[src/rtl/fill_pkg.sv]
// Shared encodings for the rectangle fill engine: pattern modes, FSM states and
// 3-bit RGB colour constants for the VGA adapter.
package fill_pkg;

    localparam logic [1:0] MODE_SOLID     = 2'b00;
    localparam logic [1:0] MODE_COLSTRIPE = 2'b01;
    localparam logic [1:0] MODE_ROWSTRIPE = 2'b10;
    localparam logic [1:0] MODE_CHECKER   = 2'b11;

    typedef enum logic [1:0] {
        StIdle = 2'b00,
        StDraw = 2'b01,
        StDone = 2'b10
    } fill_state_e;

    // {R, G, B}
    localparam logic [2:0] BLACK  = 3'b000;
    localparam logic [2:0] BLUE   = 3'b001;
    localparam logic [2:0] GREEN  = 3'b010;
    localparam logic [2:0] YELLOW = 3'b110;
    localparam logic [2:0] RED    = 3'b100;
    localparam logic [2:0] WHITE  = 3'b111;

endpackage

[src/rtl/rect_scan_counter.sv]
// Raster scan counter for the fill engine: xc runs fastest over 0..w-1, then yc over 0..h-1.
// Exposes the post-advance values so the top can register the upcoming pixel.
module rect_scan_counter #(
    parameter int unsigned XW = 8,
    parameter int unsigned YW = 7
) (
    input  logic          clk,
    input  logic          reset,
    input  logic          init,
    input  logic          advance,
    input  logic [XW-1:0] w,
    input  logic [YW-1:0] h,
    output logic [XW-1:0] xc_next,
    output logic [YW-1:0] yc_next,
    output logic          last
);

    localparam logic [XW-1:0] XOne = 1;
    localparam logic [YW-1:0] YOne = 1;

    logic [XW-1:0] xc_q;
    logic [YW-1:0] yc_q;
    logic          row_end;

    always_comb begin
        row_end = (xc_q == w - XOne);
        xc_next = row_end ? '0 : xc_q + XOne;
        yc_next = row_end ? yc_q + YOne : yc_q;
        last    = row_end && (yc_q == h - YOne);
    end

    always_ff @(posedge clk) begin
        if (reset) begin
            xc_q <= '0;
            yc_q <= '0;
        end else if (init) begin
            xc_q <= '0;
            yc_q <= '0;
        end else if (advance) begin
            xc_q <= xc_next;
            yc_q <= yc_next;
        end
    end

endmodule

[src/rtl/rect_fill_engine.sv]
// Rectangle fill engine: one registered pixel per clock in raster order with four colour
// patterns. Define RECT_FILL_CLIP_EN to suppress plot for pixels outside the visible screen.
module rect_fill_engine
    import fill_pkg::*;
#(
    parameter int unsigned XW            = 8,
    parameter int unsigned YW            = 7,
    parameter int unsigned CW            = 3,
    parameter int unsigned SCREEN_WIDTH  = 160,
    parameter int unsigned SCREEN_HEIGHT = 120
) (
    input  logic          clk,
    input  logic          resetb,
    input  logic          start,
    input  logic [XW-1:0] x0,
    input  logic [YW-1:0] y0,
    input  logic [XW-1:0] w,
    input  logic [YW-1:0] h,
    input  logic [CW-1:0] colour_in,
    input  logic [1:0]    mode,
    output logic [XW-1:0] x,
    output logic [YW-1:0] y,
    output logic [CW-1:0] colour,
    output logic          plot,
    output logic          busy,
    output logic          done
);

`ifdef RECT_FILL_CLIP_EN
    localparam bit ClipEn = 1'b1;
`else
    localparam bit ClipEn = 1'b0;
`endif

    localparam logic [XW:0] XLimit = SCREEN_WIDTH[XW:0];
    localparam logic [YW:0] YLimit = SCREEN_HEIGHT[YW:0];

    fill_state_e state_q, state_d;

    logic [XW-1:0] x0_q, w_q;
    logic [YW-1:0] y0_q, h_q;
    logic [CW-1:0] base_q;
    logic [1:0]    mode_q;

    logic [XW-1:0] x_q;
    logic [YW-1:0] y_q;
    logic [CW-1:0] colour_q;
    logic          plot_q, busy_q, done_q;

    logic          latch_cmd, load_pix, cnt_init, cnt_advance;
    logic [XW-1:0] xc_next;
    logic [YW-1:0] yc_next;
    logic          last;

    logic [XW-1:0] src_x0, src_xc;
    logic [YW-1:0] src_y0, src_yc;
    logic [CW-1:0] src_base;
    logic [1:0]    src_mode;

    logic [XW-1:0] pix_x;
    logic [YW-1:0] pix_y;
    logic [CW-1:0] pix_colour;
    logic          pix_vis;

    rect_scan_counter #(
        .XW (XW),
        .YW (YW)
    ) u_scan (
        .clk     (clk),
        .reset   (resetb),
        .init    (cnt_init),
        .advance (cnt_advance),
        .w       (w_q),
        .h       (h_q),
        .xc_next (xc_next),
        .yc_next (yc_next),
        .last    (last)
    );

    // Pixel source is the live inputs on the accepting cycle so the first pixel can be
    // registered in the same edge that samples start.
    always_comb begin
        state_d     = state_q;
        latch_cmd   = 1'b0;
        load_pix    = 1'b0;
        cnt_init    = 1'b0;
        cnt_advance = 1'b0;
        src_x0      = x0_q;
        src_y0      = y0_q;
        src_base    = base_q;
        src_mode    = mode_q;
        src_xc      = xc_next;
        src_yc      = yc_next;
        unique case (state_q)
            StIdle: begin
                if (start) begin
                    latch_cmd = 1'b1;
                    cnt_init  = 1'b1;
                    if (w != '0 && h != '0) begin
                        state_d  = StDraw;
                        load_pix = 1'b1;
                        src_x0   = x0;
                        src_y0   = y0;
                        src_base = colour_in;
                        src_mode = mode;
                        src_xc   = '0;
                        src_yc   = '0;
                    end else begin
                        state_d = StDone;
                    end
                end
            end
            StDraw: begin
                if (last) begin
                    state_d = StDone;
                end else begin
                    load_pix    = 1'b1;
                    cnt_advance = 1'b1;
                end
            end
            StDone:  state_d = StIdle;
            default: state_d = StIdle;
        endcase
    end

    always_comb begin
        pix_x      = src_x0 + src_xc;
        pix_y      = src_y0 + src_yc;
        pix_colour = src_base;
        unique case (src_mode)
            MODE_SOLID:     pix_colour = src_base;
            MODE_COLSTRIPE: pix_colour = src_base + src_xc[CW-1:0];
            MODE_ROWSTRIPE: pix_colour = src_base + src_yc[CW-1:0];
            MODE_CHECKER:   pix_colour = (src_xc[0] ^ src_yc[0]) ? ~src_base : src_base;
            default:        pix_colour = src_base;
        endcase
        // Unwrapped sums so coordinates past 2^XW / 2^YW still count as off-screen.
        pix_vis = !ClipEn ||
                  ((({1'b0, src_x0} + {1'b0, src_xc}) < XLimit) &&
                   (({1'b0, src_y0} + {1'b0, src_yc}) < YLimit));
    end

    always_ff @(posedge clk) begin
        if (resetb) begin
            state_q  <= StIdle;
            x0_q     <= '0;
            y0_q     <= '0;
            w_q      <= '0;
            h_q      <= '0;
            base_q   <= '0;
            mode_q   <= '0;
            x_q      <= '0;
            y_q      <= '0;
            colour_q <= '0;
            plot_q   <= 1'b0;
            busy_q   <= 1'b0;
            done_q   <= 1'b0;
        end else begin
            state_q <= state_d;
            if (latch_cmd) begin
                x0_q   <= x0;
                y0_q   <= y0;
                w_q    <= w;
                h_q    <= h;
                base_q <= colour_in;
                mode_q <= mode;
            end
            if (load_pix) begin
                x_q      <= pix_x;
                y_q      <= pix_y;
                colour_q <= pix_colour;
            end
            plot_q <= load_pix && pix_vis;
            busy_q <= (state_d != StIdle);
            done_q <= (state_d == StDone);
        end
    end

    assign x      = x_q;
    assign y      = y_q;
    assign colour = colour_q;
    assign plot   = plot_q;
    assign busy   = busy_q;
    assign done   = done_q;

endmodule

[config.mk]
export PLATFORM = sky130hd
export DESIGN_NAME = rect_fill_engine
export DESIGN_NICKNAME = d
export VERILOG_FILES = /design/src/rtl/fill_pkg.sv /design/src/rtl/rect_scan_counter.sv /design/src/rtl/rect_fill_engine.sv
export SDC_FILE = /design/constraint.sdc
export NUM_CORES = 1
export LEC_CHECK = 0
export ABC_AREA = 1
export CORE_MARGIN = 2
export CORE_UTILIZATION = 55
export DETAILED_ROUTE_END_ITERATION = 7
export PLACE_DENSITY = 0.77
export SYNTH_ARGS = -nofsm -noshare
export SYNTH_HDL_FRONTEND = slang
export SYNTH_SLANG_ARGS = --single-unit
export TNS_END_PERCENT = 20
[constraint.sdc]
create_clock -name clk -period 4.6 [get_ports clk]
set_input_delay 0.92 -clock clk [delete_from_list [all_inputs] [get_ports clk]]
set_output_delay 0.92 -clock clk [all_outputs]
set_load 0.005 [all_outputs]
; ---- Word-level counts from Yosys, hierarchy flattened
; Cells that the tools add are included.
[op_classes]
n_addsub = 8
n_eq_ne = 7
n_mux = 33
n_bitwise = 2
reduce_logical = 8
[op_table]
columns = cell, n
row1 = $mux 8, 7
row2 = $mux 7, 7
row3 = $mux 2, 6
row4 = $mux 3, 4
row5 = $pmux 3 s4, 1
row6 = $add 8x1->8 const B, 1
row7 = $add 8x8->8, 1
row8 = $eq 8x8->1, 1
row9 = $reduce_bool 8->1, 1
row10 = $sub 8x1->8 const B, 1
row11 = $add 7x1->7 const B, 1
row12 = $add 7x7->7, 1
row13 = $eq 7x7->1, 1
row14 = $reduce_bool 7->1, 1
row15 = $sub 7x1->7 const B, 1
row16 = $add 3x3->3, 2
row17 = $eq 2x2->1 const B, 3
row18 = $mux 1, 6
row19 = $eq 2x1->1 const B, 2
row20 = $logic_not 2->1, 2
row21 = $pmux 2 s2, 1
row22 = $not 3->3, 1
row23 = $logic_and 1x1->1, 2
row24 = $pmux 1 s2, 1
row25 = other kinds (3), 3
[word_totals]
ff_bits = 73
in_bits = 38
out_inout_bits = 21
elab_cells = 73

; ---- Depth between registers and ports, before layout
; Gate-level depths: netlist (run 1).
[logic_depth]
ltp_word = 9
depth_mapped = 25
mapped_depth_nobuf = 25

; ---- By module
; A second synthesis (run 1) with hierarchy kept.
[hier_totals]
cells_unflattened = 721
area_unflattened_um2 = 4682.0
[by_module_without_submodules]
columns = mod, n_inst, cells_per_inst, area_per_inst_um2, seq_area_each_um2
row1 = rect_fill_engine, 1, 472, 3210.6, 1161.1
row2 = rect_scan_counter, 1, 249, 1471.4, 300.3

; ---- Worst setup path after synthesis (run 1)
; No wires, ideal clock.
[synth_timing]
kind = input-to-reg
from = in h[0]
to = reg colour_q[2], in the netlist colour[2]
setup_time_ns = 0.133
arrival_ns = 3.625
required_time_ns = 4.467
slack_ns = 0.842
stages = 23
path_buffers = 2
cell_sequence = nor4_1 > nand2_1 > nand2_1 > nor2_2 > inv_1 > buf_2 > clkbuf_1 > nand2_1 > o21ai_0 > ha_1 > inv_1 > nand2_1 > nand2_1 > ha_1 > fa_1 > inv_1 > nand3_1 > nand2_1 > nand3_1 > nand3_1 > nand3_1 > nand2_1 > a21oi_2
[synth_between]
elab_chain_len = 8
elab_cells_between_ends = 27
classes_between = add/sub: 2 / eq/ne: 3 / mux: 17 / bitwise: 2 / reduce/logical: 3
[synth_lines]
columns = element, line
row1 = start: declaration, rect_fill_engine.sv:18  ; input logic [YW-1:0] h,
row2 = $reduce_bool 7->1 (*), rect_fill_engine.sv:99  ; if (w != '0 && h != '0) begin
row3 = $logic_and 1x1->1 (*), rect_fill_engine.sv:99
row4 = "parallel branches: the longest is 6 deep, another holds $add 3x3->3", n/a
row5 = end signal: assignment, rect_fill_engine.sv:171  ; colour_q <= pix_colour;
row6 = end: declaration, rect_fill_engine.sv:47  ; logic [CW-1:0] colour_q;
; Mark *: on every way between the ends.
; A chain may end at the register's enable or synchronous reset.

; ---- Worst setup path in the final report (run 1)
[layout_timing]
from = in w[0]
to = reg x_q[7], in the netlist x[7]
[layout_between]
elab_chain_len = 6
elab_cells_between_ends = 12
classes_between = add/sub: 1 / mux: 9 / reduce/logical: 2
[layout_lines]
columns = element, line
row1 = start: declaration, rect_fill_engine.sv:17  ; input logic [XW-1:0] w,
row2 = $reduce_bool 8->1 (*), rect_fill_engine.sv:99
row3 = $logic_and 1x1->1 (*), rect_fill_engine.sv:99
row4 = $mux 8, rect_fill_engine.sv:99
row5 = $mux 8, rect_fill_engine.sv:96  ; if (start) begin
row6 = $mux 8, rect_fill_engine.sv:94  ; unique case (state_q)
row7 = $add 8x8->8, rect_fill_engine.sv:127  ; pix_x = src_x0 + src_xc;
row8 = end signal: assignment, rect_fill_engine.sv:169  ; x_q <= pix_x;
row9 = end: declaration, rect_fill_engine.sv:45  ; logic [XW-1:0] x_q;
; Every way passes the cells marked *; elsewhere a longest branch is shown, timed or not.

==> out/summary.txt, run 1 <==
Status = completed
Port buffer count = 58
Antenna Violating Nets Remaining = 0
Clock Path Buffers = 2
Critical path's slowest cell = clkdlybuf4s50_1
DRT Pass-1 Iters = 5
Post-layout util = 68.3%
PD cells = 330 nW/um^2
Setup-failing EPs final = 0
Num CTS Buffers = 9
Core area = 7810 um^2
CP Cell Sequence = clkdlybuf4s50_1, nor4_1, nand2_1, nand2_1, nor2_2, inv_1, buf_4, nand2_1, o21ai_0, ha_1, nand3_1, nand2_1, a21oi_1, inv_1, a21oi_1, nor2_1, nor2_1, o21bai_1, and3_1, o21ai_0, a21oi_2
Initial core utilization = 57.3%
Hold Violations, Final = 0
Worst Path Max Fanout = 13
H-tree Lvls = 3
Minimum clock period = 3990 ps
Worst Max-Slew Pin Slew = 896 ps
I/O pins = 59
Avg Inst Size Synth = 6.80 um^2
Post-CTS Resized = 0
Power Total = 1760 uW
Fin crit share = 86.7%
GRT Util Overall = 28.1%
Share of post-route cells with drive strength above 1 = 6.85%
Initial antenna violation count = 0
Post-CTS Hold Fix Bufs = 0
Largest net degree at the start of global routing = 45
Die area = 8870 um^2
Setup crit end = x[7]
Area growth from synthesis to layout = 19.2%
Most used cell, CP = nand2_1
Clk sink count = 73
Crit Path Class = in -> reg
Row count = 32
First-pass GRT wire length = 19,700 um
Initial DRC count = 205
Worst reg2reg path depth = 22
CTS tree = done
Vias = 4,437
Final wirelength = 11,600 um
Routed vias/inst = 5.43
Sequential element share of the synthesized area = 32.7%
Routability cong. = 0.956
CP Launch Point = w[0]
Final net count = 772
Crit end category = flip-flop
Setup TNS = 0 ps
Remaining Overflow, GRT = 0
Routed length per placed instance = 14.1 um
Worst min path class = reg -> reg
Vias in the first global route = 4,243
Max Freq = 251 MHz
Post-DP HPWL = 8660 um
Clock latency on the worst-skew pair = 360 ps
Setup bufs post-CTS = 0
Max incr delay on CP = 410 ps
Worst reg2reg path startpoint = w_q[0]
Finished Cell Area = 5330 um^2
Post-Place Cell Area = 5110 um^2
DRC errors left = 0
Synth Cell Area = 4470 um^2
Startpoint Class = input port
Diodes inserted = 0
Peak supply drop = 0.000229 V
CP Data Required Time = 4850 ps
Yosys reg bits = 73
Synth warn = 0
RSZ-0062 raised after global routing = no
Cells after Synth = 658
Syn nets = 720
Max-Slew Margin vs Limit = 40.2%
Reg2reg end = y[6]
Die height = 94.2 um
Lkg Pwr = 0.00239 uW
Flop2flop setup slack = 1070 ps
Maxcap violations = 0
WHS Path Cells = 2
Yosys cell types = 39
Die X = 94.2 um
Clk slew on worst S/H paths = 80 ps
Critical Path AT = 4240 ps
Hold_ws = 473 ps
Clk Tree Root Cell = clkbuf_8
Slew Viols, Final = 0
Skew final = 7.80 ps
## layer usage
metal | track usage (%) | vias up | part of all wire (%) | wire (um)
li1 | - | 2259 | - | -
met1 | 35.1 | 2043 | 44 | 5140
met2 | 48.5 | 115 | 49 | 5610
met3 | 3.61 | 20 | 4.4 | 508
met4 | 12.3 | 0 | 2.6 | 297
met5 | 0 | - | 0 | 0
## per-stage QoR
step | std cells | worst slack, ps
CTS | 817 | 637
detailed placement | 801 | 375
global route | 817 | 218
floorplan | 658 | 842
global placement | 801 | 512
finish | 817 | 612
## cell usage after synthesis
cell / instances / area, um^2
buf_12: 1 / 20.0
a21oi_2: 2 / 17.5
clkinv_2: 1 / 5.00
or2_0: 1 / 6.26
buf_6: 2 / 22.5
a21oi_1: 51 / 255
o21ai_0: 72 / 360
xor2_1: 13 / 114
buf_2: 3 / 15.0
nand2_1: 129 / 484
nor2_4: 3 / 33.8
nand2_2: 5 / 31.3
o21ai_1: 2 / 10.0
a31oi_1: 2 / 12.5
nand4_1: 7 / 43.8
nor3_1: 9 / 45.0
or2_2: 3 / 18.8
fa_1: 3 / 60.1
nor4_1: 3 / 18.8
dfxtp_1: 73 / 1460
nor3_2: 1 / 10.0
inv_1: 66 / 248
nor2_1: 93 / 349
a211oi_2: 1 / 12.5
nand2_4: 2 / 22.5
o2111ai_4: 1 / 26.3
o22ai_1: 1 / 6.26
clkbuf_1: 19 / 71.3
o21bai_1: 2 / 15.0
inv_6: 1 / 8.76
nand3b_1: 4 / 30.0
and3_1: 1 / 6.26
ha_1: 21 / 263
inv_2: 1 / 3.75
nand3_1: 37 / 185
xnor2_1: 12 / 105
nand3_2: 2 / 20.0
nor2_2: 3 / 18.8
a211oi_1: 5 / 37.5
## cell type report
type	instances	area (um^2)
Fill cell	691	2470
Clock buffer	10	128
Multi-Input combinational cell	491	2620
Inverter	69	265
Sequential cell	73	1460
Timing Repair Buffer	66	641
Tap cell	102	128
Clock inverter	6	92.6
## flip-flops by register name, summed over array words and instances (netlist names)
| name | cells |
|---|---|
| done | 1 |
| y | 7 |
| u_scan.xc_q | 8 |
| h_q | 7 |
| state_q | 2 |
| plot | 1 |
| colour | 3 |
| busy | 1 |
| y0_q | 7 |
| u_scan.yc_q | 7 |
| x | 8 |
| mode_q | 2 |
| base_q | 3 |
| w_q | 8 |
| x0_q | 8 |
## report_power, final
group	total [uW]	internal (uW)	switching, uW
registers	724	687	37.5
logic	468	196	271
clock network	567	307	259
total	1760	1190	568
## worst max-delay path: cells and delay by family
kind	cells	cell delay, ps
compound gates	6	830
fa+ha+maj	1	280
buf+inv	4	940
simple gates	10	1270
## how the worst min path moves through the flow
stage,start,end,slack (ps)
floorplan,base_q[2],base_q[2],430
global placement,x0_q[7],x0_q[7],450
detailed placement,base_q[2],base_q[2],460
CTS,base_q[2],base_q[2],470
global route,base_q[2],base_q[2],490
finish,base_q[2],base_q[2],470
## placed cells by master (no fill, tap or decap), drive strengths merged, types with 12 or more instances in the layout
| cell type | instances |
|---|---|
| nand2 | 136 |
| a21oi | 53 |
| nor2 | 99 |
| dfxtp | 73 |
| clkdlybuf4s50 | 58 |
| inv | 68 |
| xnor2 | 12 |
| nand3 | 39 |
| xor2 | 13 |
| o21ai | 74 |
| ha | 21 |
## logic make-up (layout without fill, tap and decap cells)
kind of cell | after synthesis | after routing | share of synthesized area [%]
AND/OR/NAND/NOR | 303 | 303 | 29.6
AO/OA/AOI/OAI | 139 | 139 | 16.8
buffers and inverters | 94 | 151 | 8.81
flip-flops | 73 | 73 | 32.7
XOR/XNOR | 25 | 25 | 4.89
adder cells (fa/ha/maj) | 24 | 24 | 7.21
Power figures use the tool's default switching activity.
==> inputs of run 2 (changes only) <==
==> constraint.sdc (replaced) <==
create_clock -name clk -period 4.92 [get_ports clk]
set_input_delay 0.984 -clock clk [delete_from_list [all_inputs] [get_ports clk]]
set_output_delay 0.984 -clock clk [all_outputs]
set_load 0.005 [all_outputs]
==> run 2 against run 1 <==
  * Non-clock buffer count fell by 3
  * Critical path depth rose by 1
  * Worst setup slack better by 280 ps
  * Register-to-register slack improved by 360 ps
  * Die area unchanged
  * Via count is 0.34% lower
  * Sequential cell count is the same
==> out/summary.txt, run 2 (synthesized netlist as in run 1, its figures left out) <==
Status = completed (unchanged)
Vias = 4,422 (was 4,437)
Minimum clock period = 4030 ps
Die X = 94.2 um (unchanged)
CTS tree = done (unchanged)
Placed cell count = 798 (was 801)
Antenna Violating Nets Remaining = 0 (unchanged)
Diodes inserted = 0 (unchanged)
Clock latency on the worst-skew pair = 350 ps (was 360 ps)
RSZ-0062 raised after global routing = no (unchanged)
Area growth from synthesis to layout = 17.4% (was 19.2%)
H-tree Lvls = 3 (unchanged)
Share of post-route cells with drive strength above 1 = 6.33% (was 6.85%)
Startpoint Class = input port (unchanged)
Die area = 8870 um^2 (unchanged)
GRT Util Overall = 26.7% (was 28.1%)
Lkg Pwr = 0.00235 uW (was 0.00239 uW)
Post-layout util = 67.3% (was 68.3%)
Max Freq = 248 MHz
Row count = 32 (unchanged)
Crit end category = flip-flop (unchanged)
Largest net degree at the start of global routing = 49 (was 45)
Place WS = 584 ps (was 375 ps)
Max incr delay on CP = 410 ps (about the same)
Most frequent cells in the layout = 129 x nand2_1, 93 x nor2_1, 73 x dfxtp_1, 72 x o21ai_0, 66 x inv_1 (unchanged)
Vias in the first global route = 4,075 (was 4,243)
Multi-input combinational cell area = 2620 um^2 (unchanged)
Initial antenna violation count = 0 (unchanged)
Setup-failing EPs final = 0 (unchanged)
Clk Tree Root Cell = clkbuf_8 (unchanged)
First-pass GRT wire length = 18,700 um (was 19,700 um)
Setup TNS = 0 ps (unchanged)
Worst Path Max Fanout = 9 (was 13)
Skew final = 11.5 ps (was 7.80 ps)
Crit Path Class = in -> reg (unchanged)
Setup bufs post-CTS = 0 (unchanged)
Routed vias/inst = 5.44 (was 5.43)
CP Cell Sequence = clkdlybuf4s50_1, nor4_1, nand2_1, nand2_1, nor2_2, inv_1, nand2_1, o21ai_0, ha_1, inv_1, nand2_1, nand2_1, ha_1, fa_1, inv_1, nand2_1, nand2_1, nand3_1, nand3_1, nand3_1, nand2_1, a21oi_2 (was clkdlybuf4s50_1, nor4_1, nand2_1, nand2_1, nor2_2, inv_1, buf_4, nand2_1, o21ai_0, ha_1, nand3_1, nand2_1, a21oi_1, inv_1, a21oi_1, nor2_1, nor2_1, o21bai_1, and3_1, o21ai_0, a21oi_2)
Post-CTS Resized = 0 (unchanged)
Fin crit share = 81.9%
Buf/Inv on CP = 4 (unchanged)
Slew Viols, Final = 0 (unchanged)
Hold Violations, Final = 0 (unchanged)
Top delay family on crit path = simple AND/OR/NAND/NOR gates (unchanged)
Initial DRC count = 212 (was 205)
CP Data Required Time = 5160 ps (was 4850 ps)
Final wirelength = 11,300 um (was 11,600 um)
Sequential Area = 1460 um^2 (unchanged)
DRC errors left = 0 (unchanged)
I/O pins = 59 (unchanged)
Clk slew on worst S/H paths = 80 ps (about the same)
Die height = 94.2 um (unchanged)
Power Total = 1520 uW (was 1760 uW)
Worst Max-Slew Pin Slew = 1200 ps (was 896 ps)
Max-Slew Margin vs Limit = 20.1% (was 40.2%)
Clock Path Buffers = 2 (unchanged)
Port buffer count = 58 (unchanged)
Critical Path AT = 4270 ps (was 4240 ps)
Remaining Overflow, GRT = 0 (unchanged)
Core area = 7810 um^2 (unchanged)
Most used cell, CP = nand2_1 (unchanged)
Most common cell after layout, fill and taps aside = nand2_1 (unchanged)
Worst min path class = reg -> reg (unchanged)
Routed length per placed instance = 13.9 um (was 14.1 um)
Peak supply drop = 0.000188 V (was 0.000229 V)
PD cells = 290 nW/um^2 (was 330 nW/um^2)
Post-DP HPWL = 8480 um (was 8660 um)
Worst Setup Slack, final = 891 ps (was 612 ps)
Post-CTS Hold Fix Bufs = 0 (unchanged)
Clk sink count = 73 (unchanged)
Maxcap violations = 0 (unchanged)
Routability cong. = 0.954 (was 0.956)
Num CTS Buffers = 9 (unchanged)
Non-filler instance count after layout = 813 (was 817)
Final net count = 769 (was 772)
Fill cell count = 690 (was 691)
Critical path's slowest cell = clkdlybuf4s50_1 (unchanged)
DRT Pass-1 Iters = 5 (unchanged)
Initial core utilization = 57.3% (unchanged)
==> run 2: cell types whose count changed in the layout (fill, tap and decap cells not counted) <==
| cell | previous run | this run |
|---|---|---|
| bufinv_16 | 2 | 0 |
| buf_4 | 8 | 5 |
| clkinv_4 | 2 | 1 |
| clkinv_2 | 1 | 3 |
==> run 2: final timing paths <==
check / startpoint / end / slack (ps) / depth (start not counted)
worst max-delay path: w[0] / colour[2] / 890 / 22
worst min-delay path: x0_q[7] / x0_q[7] / 480 / 2
worst max register to register: w_q[0] / y[6] / 1430 / 23
worst min register to register: x0_q[7] / x0_q[7] / 480 / 2
==> run 2: stage by stage <==
step                hold WS (ps)  area [um^2]
global route                 497         5250
floorplan                    430         4470
finish                       480         5250
CTS                          477         5250
global placement             459         5090
detailed placement           465         5090
==> run 2: metal layers <==
layer  part of all wire, %  vias up  GRT usage (%)
li1                      -     2253              -
met1                    45     2006           33.6
met2                    47      134           45.7
met3                   4.5       29           3.69
met4                   3.0        0           11.0
met5                     0        -              0
==> run 2: report_power, final <==
part | switching, uW | internal, uW | leakage [uW]
sequential | 37.1 | 642 | 0.000603
clock | 232 | 179 | 0.0000781
combinational | 249 | 181 | 0.00167
==> run 2: cell type report <==
class	instances	area share (%)
repair buffers	63	11.8
clock inverters	5	0.643
flip-flops and latches	73	27.8
well taps	102	2.43
multi-input cells	491	49.9
inverters	69	5.05
clock buffers	10	2.43
==> run 2: tightest hold or removal path, stage by stage, from the launching register on <==
cell and delay [ps]:
dfxtp_1 320, inv_1 60, a21oi_1 60
